**config.mk**
```make
export PLATFORM = sky130hd
export DESIGN_NAME = receiver_buffer
export DESIGN_NICKNAME = d
export VERILOG_FILES = /design/src/rtl/receiver_pkg.sv /design/src/rtl/receiver_ram.sv /design/src/rtl/receiver_buffer.sv
export SDC_FILE = /design/constraint.sdc
export NUM_CORES = 1
export LEC_CHECK = 0
export BUFFER_PORTS_ARGS = -buffer_cell sky130_fd_sc_hd__buf_2
export CORE_AREA = 8 8 164 204
export CTS_CLUSTER_SIZE = 20
export DETAILED_ROUTE_END_ITERATION = 7
export DIE_AREA = 0 0 172 212
export SLEW_MARGIN = 30
export SYNTH_ARGS = -nofsm -noshare
export SYNTH_HDL_FRONTEND = slang
export SYNTH_SLANG_ARGS = --single-unit
```
**constraint.sdc**
```tcl
create_clock -name clk -period 6.01 [get_ports clk]
set_input_delay 0.3005 -clock clk [delete_from_list [all_inputs] [get_ports clk]]
set_output_delay 0.3005 -clock clk [all_outputs]
set_load 0.1 [all_outputs]
```
**src/rtl/receiver_pkg.sv**
```systemverilog
// receiver_pkg: mode encodings and default geometry shared by the receiver buffer files.
`default_nettype none

package receiver_pkg;

  localparam logic MODE_RANDOM   = 1'b0;
  localparam logic MODE_FIFO     = 1'b1;

  localparam int   RB_DATA_WIDTH = 16;
  localparam int   RB_ADDR_WIDTH = 4;

endpackage

`default_nettype wire

```
**src/rtl/receiver_ram.sv**
```systemverilog
// receiver_ram: single-clock storage array, one write port and one registered read port.
`default_nettype none

module receiver_ram
  import receiver_pkg::*;
#(
  parameter int DATA_WIDTH = RB_DATA_WIDTH,
  parameter int ADDR_WIDTH = RB_ADDR_WIDTH
) (
  input  logic                  clk,
  input  logic                  we_i,
  input  logic [ADDR_WIDTH-1:0] waddr_i,
  input  logic [DATA_WIDTH-1:0] wdata_i,
  input  logic                  re_i,
  input  logic [ADDR_WIDTH-1:0] raddr_i,
  output logic [DATA_WIDTH-1:0] rdata_o
);

  logic [DATA_WIDTH-1:0] mem_q [2**ADDR_WIDTH];
  logic [DATA_WIDTH-1:0] rdata_q;

  // No reset so the array maps onto block RAM; a same-address read returns the old word.
  always_ff @(posedge clk) begin
    if (we_i) mem_q[waddr_i] <= wdata_i;
    if (re_i) rdata_q <= mem_q[raddr_i];
  end

  assign rdata_o = rdata_q;

endmodule

`default_nettype wire

```
**src/rtl/receiver_buffer.sv**
```systemverilog
// receiver_buffer: addressed RAM or ring-buffer FIFO with registered read and sticky error flags.
// Optional macro RECEIVER_BUFFER_BYPASS_EN selects write-first on a random-mode same-address collision.
`default_nettype none

module receiver_buffer
  import receiver_pkg::*;
#(
  parameter int DATA_WIDTH = RB_DATA_WIDTH,
  parameter int ADDR_WIDTH = RB_ADDR_WIDTH
) (
  input  logic                  clk,
  input  logic                  rst_n,
  input  logic                  Mode,
  input  logic [DATA_WIDTH-1:0] DataIn,
  input  logic [ADDR_WIDTH-1:0] Address,
  input  logic                  WriteEnable,
  input  logic                  ReadEnable,
  output logic [DATA_WIDTH-1:0] DataOut,
  output logic                  DataValid,
  output logic                  Full,
  output logic                  Empty,
  output logic [ADDR_WIDTH:0]   Count,
  output logic                  Overflow,
  output logic                  Underflow
);

  localparam logic [ADDR_WIDTH:0] C_FULL_COUNT = {1'b1, {ADDR_WIDTH{1'b0}}};

  logic                  mode_q;
  logic [ADDR_WIDTH-1:0] wptr_q, wptr_d, rptr_q, rptr_d;
  logic [ADDR_WIDTH:0]   count_q, count_d;
  logic                  full_q, empty_q, ovf_q, unf_q;
  logic                  valid_q, have_data_q;
  logic                  rd_ok, wr_ok, ovf_set, unf_set, mode_chg, fifo;
  logic [ADDR_WIDTH-1:0] waddr, raddr;
  logic [DATA_WIDTH-1:0] ram_rdata;

  always_comb begin
    mode_chg = (Mode != mode_q);
    fifo     = (Mode == MODE_FIFO);
    rd_ok    = 1'b0;
    wr_ok    = 1'b0;
    ovf_set  = 1'b0;
    unf_set  = 1'b0;
    if (!mode_chg) begin
      if (fifo) begin
        // A read on a full FIFO frees a slot for a write in the same cycle.
        rd_ok   = ReadEnable && !empty_q;
        wr_ok   = WriteEnable && (!full_q || rd_ok);
        ovf_set = WriteEnable && !wr_ok;
        unf_set = ReadEnable && empty_q;
      end else begin
        rd_ok = ReadEnable;
        wr_ok = WriteEnable;
      end
    end
  end

  always_comb begin
    wptr_d  = wptr_q;
    rptr_d  = rptr_q;
    count_d = count_q;
    if (mode_chg) begin
      wptr_d  = '0;
      rptr_d  = '0;
      count_d = '0;
    end else if (fifo) begin
      if (wr_ok) wptr_d = wptr_q + 1'b1;
      if (rd_ok) rptr_d = rptr_q + 1'b1;
      case ({wr_ok, rd_ok})
        2'b10:   count_d = count_q + 1'b1;
        2'b01:   count_d = count_q - 1'b1;
        default: count_d = count_q;
      endcase
    end
  end

  assign waddr = fifo ? wptr_q : Address;
  assign raddr = fifo ? rptr_q : Address;

  receiver_ram #(
    .DATA_WIDTH(DATA_WIDTH),
    .ADDR_WIDTH(ADDR_WIDTH)
  ) u_ram (
    .clk     (clk),
    .we_i    (wr_ok && rst_n),
    .waddr_i (waddr),
    .wdata_i (DataIn),
    .re_i    (rd_ok && rst_n),
    .raddr_i (raddr),
    .rdata_o (ram_rdata)
  );

  always_ff @(posedge clk) begin
    if (!rst_n) begin
      mode_q      <= Mode;
      wptr_q      <= '0;
      rptr_q      <= '0;
      count_q     <= '0;
      full_q      <= 1'b0;
      empty_q     <= 1'b1;
      ovf_q       <= 1'b0;
      unf_q       <= 1'b0;
      valid_q     <= 1'b0;
      have_data_q <= 1'b0;
    end else begin
      mode_q  <= Mode;
      wptr_q  <= wptr_d;
      rptr_q  <= rptr_d;
      count_q <= count_d;
      full_q  <= (count_d == C_FULL_COUNT);
      empty_q <= (count_d == '0);
      ovf_q   <= ovf_q | ovf_set;
      unf_q   <= unf_q | unf_set;
      valid_q <= rd_ok;
      if (rd_ok) have_data_q <= 1'b1;
    end
  end

`ifdef RECEIVER_BUFFER_BYPASS_EN
  logic                  sel_byp_q;
  logic [DATA_WIDTH-1:0] byp_data_q;

  always_ff @(posedge clk) begin
    if (!rst_n) begin
      sel_byp_q  <= 1'b0;
      byp_data_q <= '0;
    end else if (rd_ok) begin
      sel_byp_q  <= !fifo && WriteEnable && (raddr == waddr);
      byp_data_q <= DataIn;
    end
  end

  assign DataOut = !have_data_q ? '0 : (sel_byp_q ? byp_data_q : ram_rdata);
`else
  // The RAM output register is unreset, so mask it until the first read lands.
  assign DataOut = have_data_q ? ram_rdata : '0;
`endif

  assign DataValid = valid_q;
  assign Full      = full_q;
  assign Empty     = empty_q;
  assign Count     = count_q;
  assign Overflow  = ovf_q;
  assign Underflow = unf_q;

endmodule

`default_nettype wire
```
==> results_dict.tcl, run 1 <==
set metrics [dict create \
    synth_fp_nets 652 \
    hold_violations 0 \
    grt_max_degree 65 \
    worstHoldStart "rst_n" \
    grt_pass1_wl_mm 38.82 \
    area_growth_pct 13.84 \
    drt-pass1-iter-count 5 \
    start_util 0.3807 \
    finalPower_mw 3.984 \
    leakagePower_nw 4.272 \
    yosysUniqueCellTypes 48 \
    layout_min_cycle_time_ps 2913 \
    muxShareOfSynthArea 0.1281 \
    postRouteWirelength_mm 25.67 \
    cts_resized 0 \
    dieWidth_um 172 \
    holdPathEnd "Empty" \
    setup_viol 0 \
    dr_total_vias 6033 \
    syn-mean-instance-area_sq_um 18.61 \
    synth_ff_type "edfxtp_1" \
    synth_xor_area_frac 0.01101 \
    synth_edf_count 272 \
    status "finished, final reports clean" \
    core-area_sq_um 30450 \
    synth_top_family_by_area "multiplexers" \
    cts_setup_buffers 0 \
    clk_latency_ps 530 \
    rows 72 \
    yosys_warnings 0 \
    regToRegStartpoint "rptr_q[0]" \
    clkSinkCount 292 \
    port-buffer-count 50 \
    synth-seq-area-share 0.7392 \
    instances_no_fill 1119 \
    dp.cells 1071 \
    cts_buffers 27 \
    antennaDiodeCount 0 \
    synthAdderAreaFrac 0.004318 \
    nets 722 \
    synth_top_area_cell "edfxtp_1" \
    slew_violations 0 \
    reg2reg_to "u_ram.rdata_o[7]" \
    drc 0 \
    grtUsageTotal 0.1438 \
    synthCells 623 \
    max_slew_margin 0.3457 \
    finClkSkew_ps 6.579 \
    synth_top_area_share 0.7047 \
    clkTransAtPathRegs_ps 70 \
    die_h_um 212 \
    syn-cell-area_sq_um 11590 \
    cellPowerDensity_nw_per_um2 302.0 \
    root_buffer "clkbuf_16" \
    async_reset_ff_frac 0 \
    layout_worst_path_cycle_share 0.4847 \
    rsz0062_at_grt "no" \
    whs_path_depth 2 \
    wl_per_cell_um 22.94 \
    worstMarginPinSlew_ps 981.5 \
    setup_tns_ps 0 \
    dp_hpwl_mm 14.26 \
    drv_cap 0 \
    place_congestion 0.7818 \
    cp-end-kind "flip-flop" \
    ys_seq_elements 292 \
    antenna_found_initial 1 \
    final_layout_size_suffix_gt1_frac 0.2697 \
    worstRegToRegCells 6 \
    synth-compound-area-share 0.04383 \
    ant_nets 0 \
    synth-simple-area-share 0.05840 \
    critPathKind "in -> reg" \
    startpoint_type "input pin" \
    cts_tree "yes" \
    drt_iter0_markers 701 \
    die_area_sq_um 36460 \
    overflow 0 \
    peakVddDrop_uv 192.6 \
    r2r_slack_ps 3140 \
    vias_per_cell 5.391 \
    worstHoldPathType "in -> reg" \
    final_core_util 0.4334 \
    io_pins 51 \
    postCtsHoldBufs 0 \
    yosys-top-cells-area "edfxtp_1 70%, mux4_2 12%, dfxtp_1 3.5%, and2_1 1.8%, nand2_1 1.4%" \
    htree_num_levels 1 \
    grt_pass1_vias 6265 \
    crit_fanout 29 \
    max_freq_mhz 343.3 \
    cp.arrival_ps 3180 \
    cp.required_ps 6270 \
    cts_buffer_depth 3 \
]
-- layer usage --
layer | wire (um) | track usage | part of all wire | vias to the layer above
li1 | - | - | - | 2635
met2 | 12780 | 0.2371 | 0.50 | 195
met1 | 10850 | 0.1925 | 0.42 | 3147
met3 | 1336 | 0.02006 | 0.052 | 54
met5 | 13 | 0 | 0.00051 | -
met4 | 693 | 0.05033 | 0.027 | 2
-- critical path: stages --
cell and delay, ps:
buf_2 440, nor2b_1 200, a21oi_4 600, buf_4 600
mux4_2 570, and2_1 170, a211oi_1 200, a31oi_1 70
-- sequential cells by signal (all words and copies together), names as in the netlist --
register / cells
u_ram.mem_q: 256
rptr_q: 4
have_data_q: 1
Underflow: 1
Empty: 1
DataValid: 1
Count: 5
u_ram.rdata_o: 16
Overflow: 1
Full: 1
wptr_q: 4
mode_q: 1
-- cells in the mapped netlist (all sizes together), types with 2 or more instances --
library cell and instances:
inv 7, and2 35, a21boi 2, buf 11, a32oi 8, mux4 64, o21ai 4, or2 4
nor2b 5, and3 2, nor2 36, a211oi 17, a31oi 18, nand2b 2, edfxtp 272, ha 4
nand2 43, nor3 2, a21oi 11, nand4 2, clkbuf 20, o211ai 2, dfxtp 20, o21a 2
xnor2 6, mux2i 4, xor2 6
-- metrics by stage --
step	cell area, sq um	hold slack, ps	setup slack [ps]
6_report	13200	64.98	3097
4_1_cts	13200	42.16	3027
2_1_floorplan	11590	328.2	2985
3_3_place_gp	12430	469.8	2517
3_5_place_dp	12430	490.9	2455
5_1_grt	13200	82.63	2774
-- cells in the final DEF (no fill, tap or decap), drive strengths merged, types with 5 or more instances in the layout --
cell / synthesis / routed
nor2: 36 / 36
nand2: 43 / 43
mux4: 64 / 64
buf: 11 / 72
a31oi: 18 / 18
nor2b: 5 / 5
and2: 35 / 35
dfxtp: 20 / 20
xnor2: 6 / 6
a21oi: 11 / 11
xor2: 6 / 6
clkbuf: 20 / 37
a32oi: 8 / 8
inv: 7 / 8
a211oi: 17 / 17
clkinv: 0 / 9
edfxtp: 272 / 272
-- logic make-up after synthesis --
family	Yosys count
adders and majority gates	4
AOI/OAI and AO/OA	71
muxes	68
buffers and inverters	38
xor gates and xnor gates	13
DFF	292
and+or+nand+nor	137
-- power by group --
part | internal [mW] | leakage, nW | switching, mW
clock network | 0.827 | 0.367 | 0.699
registers | 2.23 | 2.61 | 0.00655
logic | 0.0754 | 1.30 | 0.144
total | 3.13 | 4.27 | 0.850
-- layout make-up --
type / count / area (sq um)
fill: 2718 / 17250
sequential: 292 / 8568
timing repair buffer: 72 / 415.4
multi-input combinational: 293 / 2909
inverter: 7 / 26.28
clock buffer: 37 / 713.2
tap: 407 / 509.2
clock inverter: 11 / 53.80
-- worst max path at each step --
| stage | start | end | slack [ps] | cells after the start |
|---|---|---|---|---|
| floorplan | Empty | Full | 2990 | 10 |
| global placement | Mode | u_ram.rdata_o[6] | 2520 | 8 |
| global route | Mode | u_ram.rdata_o[10] | 2770 | 8 |
| CTS | Mode | u_ram.rdata_o[8] | 3030 | 8 |
| detailed placement | Mode | u_ram.rdata_o[7] | 2450 | 8 |
| finish | Mode | u_ram.rdata_o[7] | 3100 | 8 |
Note: power is estimated with default switching activity, not from simulation.
==> inputs of run 2 (changes only) <==
- ABC_AREA: unset -> 1
- CORE_AREA: 8 8 164 204 -> 8 8 168 209
- DIE_AREA: 0 0 172 212 -> 0 0 176 217
- clock period: 6.01 -> 2.8 ns (I/O delays scaled with it)
==> run 2 against run 1 <==
  * Critical path depth rose by 8
  * Design area rose by 7.5%
  * Worst setup slack got worse by 2600 ps
  * Clock power rose by 140%
  * Highest routed layer is now met4
==> results_dict.tcl, run 2 <==
set metrics [dict create \
    status "finished, final reports clean" \
    grt_pass1_wl_mm 43.26 \
    top_register "u_ram.mem_q" \
    crit_start "Mode" \
    overflow 0 \
    clkTransAtPathRegs_ps 60 \
    hold_violations 0 \
    fin_area_sq_um 14190 \
    layout_common_cells "272 x edfxtp_1, 180 x inv_1, 140 x nand2_1, 109 x nand3_1, 74 x a21oi_1" \
    drt-pass1-iter-count 5 \
    cp.buffers_inverters 5 \
    port-buffer-count 50 \
    p_switching_mw 2.044 \
    synth_ff_type "edfxtp_1" \
    synthCells 1052 \
    drv_cap 0 \
    grt_max_degree 133 \
    grt_pass1_vias 7187 \
    rows 73 \
    cts_setup_buffers 0 \
    synth_fp_nets 1081 \
    yosysUniqueCellTypes 28 \
    yosys_warnings 0 \
    nets 1159 \
    postRouteWirelength_mm 28.55 \
    startpoint_type "input pin" \
    grtUsageTotal 0.1474 \
    setup_viol 0 \
    cp-end-kind "flip-flop" \
    synth_top_area_share 0.6700 \
    core-area_sq_um 31690 \
    cts_tree "yes" \
    io_pins 51 \
    cp.required_ps 3300 \
    worstHoldPathType "in -> reg" \
    cts_buffers 28 \
    cp.arrival_ps 2780 \
    synth-seq-area-share 0.7029 \
    async_reset_ff_frac 0 \
    internal_power_mw 7.128 \
    clkSinkCount 292 \
    dr_total_vias 7778 \
    cellPowerDensity_nw_per_um2 646.5 \
    layout_min_cycle_time_ps 2278 \
    path_delay_family "buffers and inverters" \
    place_congestion 0.8593 \
    ys_seq_elements 292 \
    clk_latency_ps 550 \
    die_h_um 217 \
    drc 0 \
    wl_per_cell_um 18.22 \
    crit_fanout 14 \
    synth_edf_count 272 \
    clkPwrFrac 0.405 \
    cts_buffer_depth 3 \
    finClkSkew_ps 21.77 \
    finalWorstSetupSlack_ps 521.9 \
    fillCellCount 2842 \
    ant_nets 0 \
    antenna_found_initial 3 \
    synthTopCellsByCount "272 x edfxtp_1, 180 x inv_1, 141 x nand2_1, 109 x nand3_1, 74 x a21oi_1" \
    die_area_sq_um 38190 \
    area_growth_pct 16.37 \
    cts_resized 0 \
    pwr-share-seq 0.525 \
    critPathKind "in -> reg" \
    leakagePower_nw 5.405 \
    root_buffer "clkbuf_16" \
    regToRegStartpoint "mode_q" \
    htree_num_levels 1 \
    dpl_cell_area_sq_um 13070 \
    worstHoldStart "rst_n" \
    worstMarginPinSlew_ps 912.1 \
    postCtsHoldBufs 20 \
    pre_cts_slack_ps 531.1 \
    power.share.combinational 0.069 \
    synth_top_area_cell "edfxtp_1" \
    peakVddDrop_uv 405.4 \
    vias_per_cell 4.964 \
    layout_commonest_cell "edfxtp_1" \
    max_freq_mhz 439.0 \
    yosysMostFrequentCell "edfxtp_1" \
    path_common_cell "nand2_1" \
    dieWidth_um 176 \
    final_layout_size_suffix_gt1_frac 0.1347 \
    rsz0062_at_grt "no" \
    largest_reg_flops 256 \
    sw_frac_of_total 0.2228 \
    path_cells "dlygate4sd3_1, buf_2, inv_2, nand2_4, nand2_4, nand3_4, ha_1, nor2_1, inv_1, o211ai_1, nand2_1, a21oi_2, nand2_1, nand2_1, nand2_1, inv_1" \
    yosys-top-cells-area "edfxtp_1 67%, inv_1 5.5%, nand3_1 4.5%, nand2_1 4.3%, o211ai_1 4.0%" \
    drt_iter0_markers 754 \
    dp_hpwl_mm 16.02 \
    layout_worst_path_cycle_share 0.8136 \
    slew_violations 0 \
    max_slew_margin 0.3913 \
    start_util 0.3846 \
    cpMaxStageDelayCell "dlygate4sd3_1" \
    syn-mean-instance-area_sq_um 11.59 \
    syn-cell-area_sq_um 12190 \
    max_stage_delay_ps 530 \
]
[run 2: cell count changes in the layout (fill, tap and decap cells not counted), sizes merged, moves of 35 or more]
cell    delta
and2      -35
o211ai    +63
inv      +174
nand2    +104
o21ai     +70
mux4      -64
a21oi     +66
nand3    +111
[run 2: path summary, 6_finish.rpt]
kind,slack (ps),cells past startpoint,end
worst min register to register,450,2,Overflow
worst max-delay path,520,16,Empty
worst max register to register,630,13,Empty
worst min-delay path,420,5,Empty
[run 2: final cells by class]
class | instances | area [sq um] | share of cell area
clock buffers | 34 | 744.5 | 0.05248
well taps | 412 | 515.5 | 0.03634
inverters | 183 | 691.9 | 0.04877
repair buffers | 101 | 733.2 | 0.05168
flip-flops and latches | 292 | 8568 | 0.6040
clock inverters | 17 | 158.9 | 0.01120
diodes | 4 | 10.01 | 0.0007056
multi-input cells | 524 | 2764 | 0.1948
[run 2: layer usage]
layer  GRT usage  part of all wire  routed length [um]
met5           0                 0                   0
met4     0.04500             0.020                 566
met3     0.02737             0.062                1767
met2      0.2474              0.48               13840
met1      0.1909              0.43               12380
[run 2: power by group through the flow]
stage | Clock (mW) | Combinational [mW] | Sequential (mW)
after global placement | 0 | 0.607 | 4.91
after CTS | 3.78 | 0.640 | 4.82
after detailed placement | 0 | 0.614 | 4.91
after global routing | 3.96 | 0.698 | 4.82
final | 3.72 | 0.637 | 4.82
after floorplan | 0 | 0.378 | 4.94
[run 2: worst register-to-register path, stage by stage (launching register included)]
cell	delay, ps
dfxtp_1	360
nand2_1	110
nand2_4	160
nand3_4	140
ha_1	310
nor2_1	290
inv_1	100
o211ai_1	220
nand2_1	100
a21oi_2	120
nand2_1	80
nand2_1	60
nand2_1	40
inv_1	40
[run 2: logic make-up (layout without fill, tap and decap cells)]
logic type | Yosys count | count (layout) | share of synthesized area
simple gates | 300 | 300 | 0.1101
flops | 292 | 292 | 0.7029
buf+inv | 236 | 335 | 0.07636
compound gates | 217 | 217 | 0.1044
fa+ha+maj | 4 | 4 | 0.004106
xor+xnor | 3 | 3 | 0.002156
other cells | 0 | 4 | 0
[run 2: stage by stage]
stage	power, mW	TNS [ps]	hold WS (ps)	utilization	std cells
floorplan	5.317	-16200	167.7	-	1052
global placement	5.516	0	428.0	0.4125	1492
detailed placement	5.523	0	432.7	0.4125	1492
global route	9.470	0	451.3	0.4474	1565
CTS	9.231	0	404.6	0.4473	1563
finish	9.172	0	416.7	0.4476	1567
